--- config.mk ---
export PLATFORM = sky130hd
export DESIGN_NAME = mem_bneck_reader
export DESIGN_NICKNAME = d
export VERILOG_FILES = /design/src/rtl/bneck_pkg.sv /design/src/rtl/bneck_rd_fifo.sv /design/src/rtl/mem_bneck_reader.sv
export SDC_FILE = /design/constraint.sdc
export NUM_CORES = 1
export LEC_CHECK = 0
export BUFFER_PORTS_ARGS = -buffer_cell sky130_fd_sc_hd__buf_2
export CAP_MARGIN = 20
export CELL_PAD_IN_SITES_DETAIL_PLACEMENT = 0
export CELL_PAD_IN_SITES_GLOBAL_PLACEMENT = 1
export CORE_MARGIN = 4
export CORE_UTILIZATION = 38
export CTS_BUF_LIST = sky130_fd_sc_hd__clkbuf_8
export DETAILED_ROUTE_END_ITERATION = 8
export GPL_ROUTABILITY_DRIVEN = 0
export PLACE_DENSITY_LB_ADDON = 0.1
export REMOVE_ABC_BUFFERS = 1
export SLEW_MARGIN = 20
export SYNTH_ARGS = -nofsm -noshare
export SYNTH_HDL_FRONTEND = slang
export SYNTH_SLANG_ARGS = --single-unit
--- constraint.sdc ---
create_clock -name clk -period 3.6 [get_ports clk]
set_input_delay 0 -clock clk [delete_from_list [all_inputs] [get_ports clk]]
set_output_delay 0 -clock clk [all_outputs]
set_load 0.02 [all_outputs]
--- src/rtl/bneck_pkg.sv ---
// bneck_pkg: shared constants and read-streamer state encoding for the bottleneck memory.
package bneck_pkg;
    localparam int BNECK_BITSIZE    = 16;
    localparam int BNECK_LANES      = 16;
    localparam int BNECK_HEIGHT     = 12544;
    localparam int BNECK_IDX_W      = 14;
    localparam int BNECK_FIFO_DEPTH = 4;
    typedef enum logic [1:0] {IDLE, ISSUE, DRAIN, DONE} rd_state_t;
endpackage

--- src/rtl/bneck_rd_fifo.sv ---
// bneck_rd_fifo: small register FIFO carrying read data plus last flag, head read straight from storage.
module bneck_rd_fifo
    import bneck_pkg::*;
#(
    parameter int width = BNECK_BITSIZE * BNECK_LANES + 1,
    parameter int depth = BNECK_FIFO_DEPTH
) (
    input  logic                     clk,
    input  logic                     rst,
    input  logic                     push,
    input  logic [width-1:0]         wdata,
    input  logic                     pop,
    output logic [width-1:0]         head,
    output logic [$clog2(depth):0]   count
);
    localparam int aw = $clog2(depth);
    logic [width-1:0] mem [depth];
    logic [aw-1:0]    wptr, rptr;
    // pointers wrap naturally because depth is a power of two
    always_ff @(posedge clk or negedge rst) begin
        if (!rst) begin
            for (int i = 0; i < depth; i++) mem[i] <= '0;
            wptr  <= '0;
            rptr  <= '0;
            count <= '0;
        end else begin
            if (push) begin
                mem[wptr] <= wdata;
                wptr      <= wptr + 1'b1;
            end
            if (pop) rptr <= rptr + 1'b1;
            count <= count + (aw+1)'(push) - (aw+1)'(pop);
        end
    end
    assign head = mem[rptr];
endmodule

--- src/rtl/mem_bneck_reader.sv ---
// mem_bneck_reader: sweeps a wrapping pixel range of the bottleneck memory and streams
// the 16-lane words out on a valid/ready interface with last-beat marking.
module mem_bneck_reader
    import bneck_pkg::*;
#(
    parameter int bitsize    = BNECK_BITSIZE,
    parameter int lanes      = BNECK_LANES,
    parameter int height     = BNECK_HEIGHT,
    parameter int idx_w      = BNECK_IDX_W,
    parameter int fifo_depth = BNECK_FIFO_DEPTH
) (
    input  logic                     clk,
    input  logic                     rst,
    input  logic                     start,
    input  logic [idx_w-1:0]         base_index,
    input  logic [idx_w:0]           num_pixels,
    output logic [idx_w-1:0]         mem_index,
    output logic                     mem_en,
    output logic                     mem_rd,
    output logic                     mem_wr,
    input  logic [bitsize*lanes-1:0] mem_rdata,
    output logic [bitsize*lanes-1:0] out_data,
    output logic                     out_valid,
    input  logic                     out_ready,
    output logic                     out_last,
    output logic                     busy,
    output logic                     done
);
    localparam int dw = bitsize * lanes;
    localparam int cw = $clog2(fifo_depth) + 1;
    rd_state_t        state;
    logic [idx_w:0]   num, issued, issued_inc;
    logic [idx_w-1:0] idx_inc, nxt_index, base_clamp;
    logic             rd_last, rd_d, last_d, pop, can_issue;
    logic [dw:0]      head;
    logic [cw-1:0]    count;
    logic [cw:0]      occ;

    assign idx_inc    = mem_index + 1'b1;
    assign nxt_index  = (idx_inc == idx_w'(height)) ? '0 : idx_inc;
    assign base_clamp = (base_index >= idx_w'(height)) ? base_index - idx_w'(height) : base_index;
    assign issued_inc = issued + 1'b1;
    assign pop        = out_valid & out_ready;
    // entries already buffered plus reads still travelling through the memory
    assign occ        = (cw+1)'(count) + (cw+1)'(rd_d) + (cw+1)'(mem_en) - (cw+1)'(pop);
    assign can_issue  = occ < (cw+1)'(fifo_depth);
    assign out_valid  = count != '0;
    assign out_data   = head[dw-1:0];
    assign out_last   = head[dw] & out_valid;
    assign mem_rd     = mem_en;
    assign mem_wr     = 1'b0;

    bneck_rd_fifo #(.width(dw + 1), .depth(fifo_depth)) u_fifo (
        .clk   (clk),
        .rst   (rst),
        .push  (rd_d),
        .wdata ({last_d, mem_rdata}),
        .pop   (pop),
        .head  (head),
        .count (count)
    );

    always_ff @(posedge clk or negedge rst) begin
        if (!rst) begin
            state     <= IDLE;
            num       <= '0;
            issued    <= '0;
            mem_index <= '0;
            mem_en    <= 1'b0;
            rd_last   <= 1'b0;
            rd_d      <= 1'b0;
            last_d    <= 1'b0;
            busy      <= 1'b0;
            done      <= 1'b0;
        end else begin
            rd_d   <= mem_en;
            last_d <= rd_last;
            case (state)
                IDLE: if (start) begin
                    num <= num_pixels;
                    if (num_pixels == '0) begin
                        state <= DONE;
                        done  <= 1'b1;
                    end else begin
                        state     <= (num_pixels == (idx_w+1)'(1)) ? DRAIN : ISSUE;
                        busy      <= 1'b1;
                        mem_en    <= 1'b1;
                        mem_index <= base_clamp;
                        issued    <= (idx_w+1)'(1);
                        rd_last   <= num_pixels == (idx_w+1)'(1);
                    end
                end
                ISSUE: begin
                    mem_en <= can_issue;
                    if (can_issue) begin
                        mem_index <= nxt_index;
                        issued    <= issued_inc;
                        rd_last   <= issued_inc == num;
                        if (issued_inc == num) state <= DRAIN;
                    end
                end
                DRAIN: begin
                    mem_en <= 1'b0;
                    if (pop && out_last) begin
                        state <= DONE;
                        busy  <= 1'b0;
                        done  <= 1'b1;
                    end
                end
                DONE: begin
                    state <= IDLE;
                    done  <= 1'b0;
                end
                default: state <= IDLE;
            endcase
        end
    end
endmodule

==> flow_metrics.py, run 1 <==
metrics = {
    "clock_network": {
        "cts_tree": "built",
        "cts_max_level": 4,
        "post_cts_buffers": 0,
        "clkTransAtPathRegs_ns": 0.06,
        "worstSkewPairLatency_ns": 0.89,
        "clockRootBuffer": "clkbuf_8",
        "clock-sinks": 1087,
        "clockBufferDepth": 3,
        "cts_inserted_buffers": 189,
    },
    "floorplan": {
        "dieArea_um2": 131000,
        "ios": 566,
        "std_cell_rows": 129,
        "die_h_um": 362,
        "dieWidth_um": 362,
        "start_util_pct": 38.4,
        "fp.coreArea_um2": 124000,
    },
    "routing": {
        "drc": 0,
        "viasPerCell": 5.12,
        "wire_per_inst_um": 22.0,
        "dr_total_vias": 30441,
        "dr.pass1.iters": 5,
        "postRouteWirelength_mm": 131,
        "drtIter0Drc": 1328,
        "final_antenna_net_count": 0,
    },
    "sta": {
        "whs_ns": 0.162,
        "rsz0062_at_grt": "no",
        "max_slew_margin_pct": 38.7,
        "drv_slew": 0,
        "worst_slew_pin_slew_ns": 0.920,
        "fmax_mhz": 303,
        "finalSetupViolCount": 0,
        "post-route-period-util_pct": 91.8,
        "finClkSkew_ns": 0.0487,
        "setup_slack_ns": 0.294,
        "timing.final.crit_period_ns": 3.31,
        "hold_viol": 0,
    },
    "pwr": {
        "p_leak_nw": 27.0,
        "ir_drop_uv": 537,
        "power.density_nw_per_um2": 1000,
        "power.total_w": 0.0629,
    },
    "global_route": {
        "grt_max_degree": 122,
        "grt_pass1_wl_mm": 205,
        "antenna_found_initial": 23,
        "track_usage_pct": 20.2,
        "grt.overflow.total": 0,
        "grt_pass1_vias": 34861,
    },
    "layout": {
        "mostFrequentLayoutCells": "dfrtp_1 (1085), mux2_2 (1044), dlygate4sd3_1 (599)",
        "final_cells": 5943,
        "fin_util_pct": 50.4,
        "syn2layout_area_growth_pct": 31.5,
        "final_common_cell": "dfrtp_1",
        "drive_gt1_share_pct": 51.9,
        "layout.nets": 4460,
    },
    "yosys": {
        "async_reset_ff_share_pct": 100,
        "synth_cell_type_count": 57,
        "synth_cells": 2911,
        "ys_ff_latch": 1087,
        "avgSynthCellArea_um2": 16.4,
        "synth-edff-count": 0,
        "synth.yosys.warnings": 0,
        "ys_seq_area_share_pct": 57.1,
        "synth_flop_cell": "dfrtp_1",
        "syn-cell-area_um2": 47600,
    },
    "setup_path": {
        "criticalPathCategory": "reg -> reg",
        "startpoint_type": "flop",
        "critPathRequiredTime_ns": 4.36,
        "r2r_slack_ns": 0.29,
        "arrival_ns": 4.07,
        "worstPathMaxFanout": 24,
        "end_kind": "flop",
    },
    "placement": {
        "place_ws_ns": 0.371,
        "dpl.hpwl_mm": 82.3,
        "dp_cells": 4999,
        "port_buffers": 564,
    },
    "outcome": {
        "status": "complete, no violations",
    },
    "job": {
        "max-cap-violations": 0,
    },
    "hold_path": {
        "min-delay-path-class": "in -> reg",
    },
}
[cell type report]
type / instances / area (um2)
Antenna cell: 13 / 32.5
Clock inverter: 92 / 415
Tap cell: 1637 / 2050
Timing Repair Buffer: 1247 / 9900
Multi-Input combinational cell: 1608 / 19600
Fill cell: 10710 / 61500
Clock buffer: 239 / 3290
Inverter: 20 / 75.1
Sequential cell: 1087 / 27200
[power by group]
part | switching, W | internal [W] | total [W]
Sequential | 0.00337 | 0.0186 | 0.0220
Combinational | 0.0148 | 0.0151 | 0.0299
Clock | 0.00503 | 0.00592 | 0.0110
[path summary, 6_finish.rpt]
path	startpoint	endpoint	cells past startpoint
worst max-delay path	u_fifo.count[0]$_DFF_PN0_	mem_index[2]$_DFFE_PN0P_	13
worst min-delay path	out_ready	u_fifo.rptr[1]$_DFFE_PN0P_	4
worst max register to register	u_fifo.count[0]$_DFF_PN0_	mem_index[2]$_DFFE_PN0P_	13
worst min register to register	rd_last$_DFFE_PN0P_	last_d$_DFF_PN0_	0
max in group asynchronous	rst	u_fifo.mem[63]$_DFFE_PN0P_	5
min in group asynchronous	rst	u_fifo.mem[872]$_DFFE_PN0P_	4
[cells in the mapped netlist, types with 4 or more instances]
library cell / instances / area [um2]
a22o_1: 8 / 70.1
mux2_2: 1044 / 11800
mux2i_1: 6 / 60.1
nor4_1: 6 / 37.5
xnor2_1: 24 / 210
xor2_1: 8 / 70.1
nor3_1: 16 / 80.1
or2_2: 4 / 25.0
o22ai_1: 11 / 68.8
a21oi_1: 23 / 115
nand2b_1: 4 / 25.0
a31oi_1: 6 / 37.5
o21ai_0: 27 / 135
inv_1: 19 / 71.3
and2_1: 4 / 25.0
a21o_1: 6 / 45.0
nand3_1: 17 / 85.1
mux4_2: 257 / 5790
and3_1: 6 / 37.5
buf_4: 4 / 30.0
ha_1: 17 / 213
dfrtp_1: 1087 / 27200
nand2_1: 46 / 173
buf_1: 44 / 165
nand4_1: 11 / 68.8
buf_2: 4 / 20.0
clkbuf_1: 144 / 541
nor2_1: 17 / 63.8
[what timing repair did]
| item | 4_1_cts | 5_1_grt |
|---|---|---|
| setup endpoints to repair | 0 | 5 |
| hold buffers | 600 | 0 |
| hold endpoints to repair | 1941 | 0 |
| resized for setup | 0 | 2 |
[layer usage]
layer	vias to the layer above	part of all wire [%]	track usage, %	wire, um
met1	16076	41	24.9	53300
met3	238	5.7	5.27	7390
met4	16	2.9	6.94	3800
met5	-	0.077	0	101
li1	13447	-	-	-
met2	664	51	34.5	66000
[through the flow]
stage,cell area [um2],TNS [ns]
3_3_place_gp,52800,0
5_1_grt,62600,0
6_report,62600,0
2_1_floorplan,46800,-5245.78
3_5_place_dp,52800,0
4_1_cts,62500,0
[critical path: stages, from the launching register on]
cell           delay [ns]
dfrtp_1              0.42
or3_1                0.46
nand2_1              0.18
or2_2                0.15
nand2_1              0.06
ha_1                 0.27
nand3_1              0.08
a41oi_1              0.21
a21boi_4             0.28
a21oi_2              0.06
buf_4                0.24
o22ai_1              0.19
dlygate4sd3_1        0.58
a21oi_1              0.04
[registers in the layout (all words and copies together) (netlist names)]
name          cells
issued           15
u_fifo.rptr       2
mem_en            1
rd_last           1
rd_d              1
u_fifo.count      3
mem_index        14
busy              1
last_d            1
state             2
u_fifo.mem     1028
num              15
u_fifo.wptr       2
done              1
[cell families after synthesis]
kind of cell / count (synthesis) / synth area share, %
and+or+nand+nor: 145 / 1.57
xor gates and xnor gates: 32 / 0.589
DFF: 1087 / 57.1
AOI/OAI and AO/OA: 104 / 1.44
adders and majority gates: 18 / 0.489
muxes: 1308 / 37.0
buffers and inverters: 216 / 1.75
other: 1 / 0.00788
(Power assumes the default switching activity.)
==> run 2, diff against run 1 <==
==> constraint.sdc (replaced) <==
create_clock -name clk -period 3.6 [get_ports clk]
set_input_delay 0 -clock clk [delete_from_list [all_inputs] [get_ports clk]]
set_output_delay 0 -clock clk [all_outputs]
set_load 0.005 [all_outputs]
==> flow_metrics.py, run 2 (synthesis results as in run 1) <==
metrics = {
    "global_route": {
        "grt.overflow.total": 0,
        "grt_pass1_wl_mm": 204,
        "grt_max_degree": 119,
        "antenna_found_initial": 21,
        "grt_pass1_vias": 35127,
        "track_usage_pct": 20.1,
    },
    "setup_path": {
        "crit_chain": "or3_1 > nand2_1 > or2_2 > nand2_1 > ha_1 > nand3_1 > a21oi_1 > a21boi_4 > a21oi_2 > buf_4 > o22ai_1 > dlygate4sd3_1 > a21oi_1",
        "end_kind": "flop",
        "startpoint_type": "flop",
        "cpMaxStageDelayCell": "dlygate4sd3_1",
        "worstPathMaxFanout": 24,
        "arrival_ns": 4.11,
        "critPathRequiredTime_ns": 4.37,
        "criticalPathCategory": "reg -> reg",
        "max_stage_delay_ns": 0.57,
    },
    "routing": {
        "dr.pass1.iters": 5,
        "final_antenna_net_count": 0,
        "dr_total_vias": 30434,
        "postRouteWirelength_mm": 131,
        "drtIter0Drc": 1234,
        "drc": 0,
        "wire_per_inst_um": 22.0,
        "viasPerCell": 5.14,
    },
    "floorplan": {
        "start_util_pct": 38.4,
        "dieArea_um2": 131000,
        "std_cell_rows": 129,
        "die_h_um": 362,
        "fp.coreArea_um2": 124000,
        "dieWidth_um": 362,
        "ios": 566,
    },
    "layout": {
        "mostFrequentLayoutCells": "dfrtp_1 (1085), mux2_2 (1044), dlygate4sd3_1 (596)",
        "final_common_cell": "dfrtp_1",
        "largest_reg_flops": 1028,
        "regMostFlops": "u_fifo.mem",
        "layout.nets": 4442,
        "syn2layout_area_growth_pct": 31.2,
        "drive_gt1_share_pct": 52.1,
        "reg_top3": "u_fifo.mem: 1028 flops, issued: 15 flops, num: 15 flops",
    },
    "sta": {
        "max_slew_margin_pct": 35.1,
        "rsz0062_at_grt": "no",
        "finClkSkew_ns": 0.0523,
        "post-route-period-util_pct": 92.7,
        "finalSetupTns_ns": 0,
        "worst_slew_pin_slew_ns": 0.973,
        "setup_slack_ns": 0.262,
        "finalSetupViolCount": 0,
        "timing.final.crit_period_ns": 3.34,
        "drv_slew": 0,
        "fmax_mhz": 300,
        "hold_viol": 0,
    },
    "pwr": {
        "swShare_pct": 33.0,
        "power.total_w": 0.0592,
        "power.density_nw_per_um2": 948,
        "combPwrFrac_pct": 44.0,
        "intPower_w": 0.0397,
        "ir_drop_uv": 587,
        "pwr-share-seq_pct": 36.9,
        "p_leak_nw": 26.9,
        "pwr-share-clk_pct": 19.0,
        "netSwitchingPower_w": 0.0195,
    },
    "clock_network": {
        "clockRootBuffer": "clkbuf_8",
        "post_cts_buffers": 0,
        "worstSkewPairLatency_ns": 0.87,
        "clock-sinks": 1087,
        "cts_inserted_buffers": 190,
        "clkTransAtPathRegs_ns": 0.06,
        "cts_tree": "built",
        "clockBufferDepth": 3,
        "cts_max_level": 4,
    },
    "job": {
        "max-cap-violations": 0,
    },
    "placement": {
        "dpl.hpwl_mm": 81.3,
        "place_ws_ns": 0.427,
        "port_buffers": 564,
    },
    "outcome": {
        "status": "complete, no violations",
    },
    "hold_path": {
        "min-delay-path-class": "in -> reg",
    },
}
[run 2: changes by cell type in the layout (fill, tap and decap cells not counted), moves of 2 or more]
cell / change
inv_1: -14
buf_12: -9
clkbuf_8: +8
buf_4: -7
diode_2: +5
dlygate4sd3_1: -3
bufinv_16: +2
[run 2: timing repair]
item | in CTS | in global routing
endpoints found under the setup margin | 0 | 3
hold endpoints to repair | 1801 | 0
hold buffers | 597 | 0
resized for setup | 0 | 2
[run 2: area by class of cell]
type / count / area (um2)
Antenna cell: 18 / 45.0
Clock buffer: 247 / 3400
Clock inverter: 80 / 419
Fill cell: 10718 / 61700
Inverter: 20 / 75.1
Multi-Input combinational cell: 1608 / 19600
Sequential cell: 1087 / 27200
Tap cell: 1637 / 2050
Timing Repair Buffer: 1228 / 9640
[run 2: power groups by stage]
stage | registers [W] | logic (W) | clock network (W)
final | 0.0219 | 0.0261 | 0.0113
after global routing | 0.0225 | 0.0282 | 0.0123
after global placement | 0.0213 | 0.0253 | 0
after CTS | 0.0218 | 0.0267 | 0.0117
after detailed placement | 0.0220 | 0.0259 | 0
after floorplan | 0.0212 | 0.0163 | 0
[run 2: per-layer routing]
metal,track usage (%),up-vias,part of all wire [%]
met3,5.32,210,5.6
met2,35.6,674,52
li1,-,13394,-
met4,5.82,8,2.2
met5,0,-,0.036
met1,24.1,16148,40
[run 2: worst paths after layout]
| path | endpoint | cells after the start | slack, ns | start |
|---|---|---|---|---|
| setup / recovery | mem_index[2]$_DFFE_PN0P_ | 13 | 0.26 | u_fifo.count[0]$_DFF_PN0_ |
| hold / removal | state[0]$_DFFE_PN0P_ | 5 | 0.16 | num_pixels[0] |
| setup reg to reg | mem_index[2]$_DFFE_PN0P_ | 13 | 0.26 | u_fifo.count[0]$_DFF_PN0_ |
| hold reg to reg | last_d$_DFF_PN0_ | 0 | 0.43 | rd_last$_DFFE_PN0P_ |
| max in group asynchronous | u_fifo.mem[380]$_DFFE_PN0P_ | 5 | 2.25 | rst |
| min in group asynchronous | u_fifo.mem[969]$_DFFE_PN0P_ | 4 | 0.55 | rst |
[run 2: through the flow]
stage	instances	util (%)	instance area (um2)	hold slack, ns
2_1_floorplan	2715	-	46800	-0.296
3_3_place_gp	4983	42.4	52600	0.0904
3_5_place_dp	4983	42.4	52600	0.0979
4_1_cts	5907	50.3	62400	0.0258
5_1_grt	5921	50.3	62400	0.0902
6_report	5925	50.3	62500	0.163
[run 2: critical path: cells and delay by family (launching register included)]
family,cells,cell delay (ns)
AO/OA/AOI/OAI,5,0.78
adder cells (fa/ha/maj),1,0.26
buffers and inverters,2,0.87
flip-flops,1,0.42
AND/OR/NAND/NOR,5,0.91
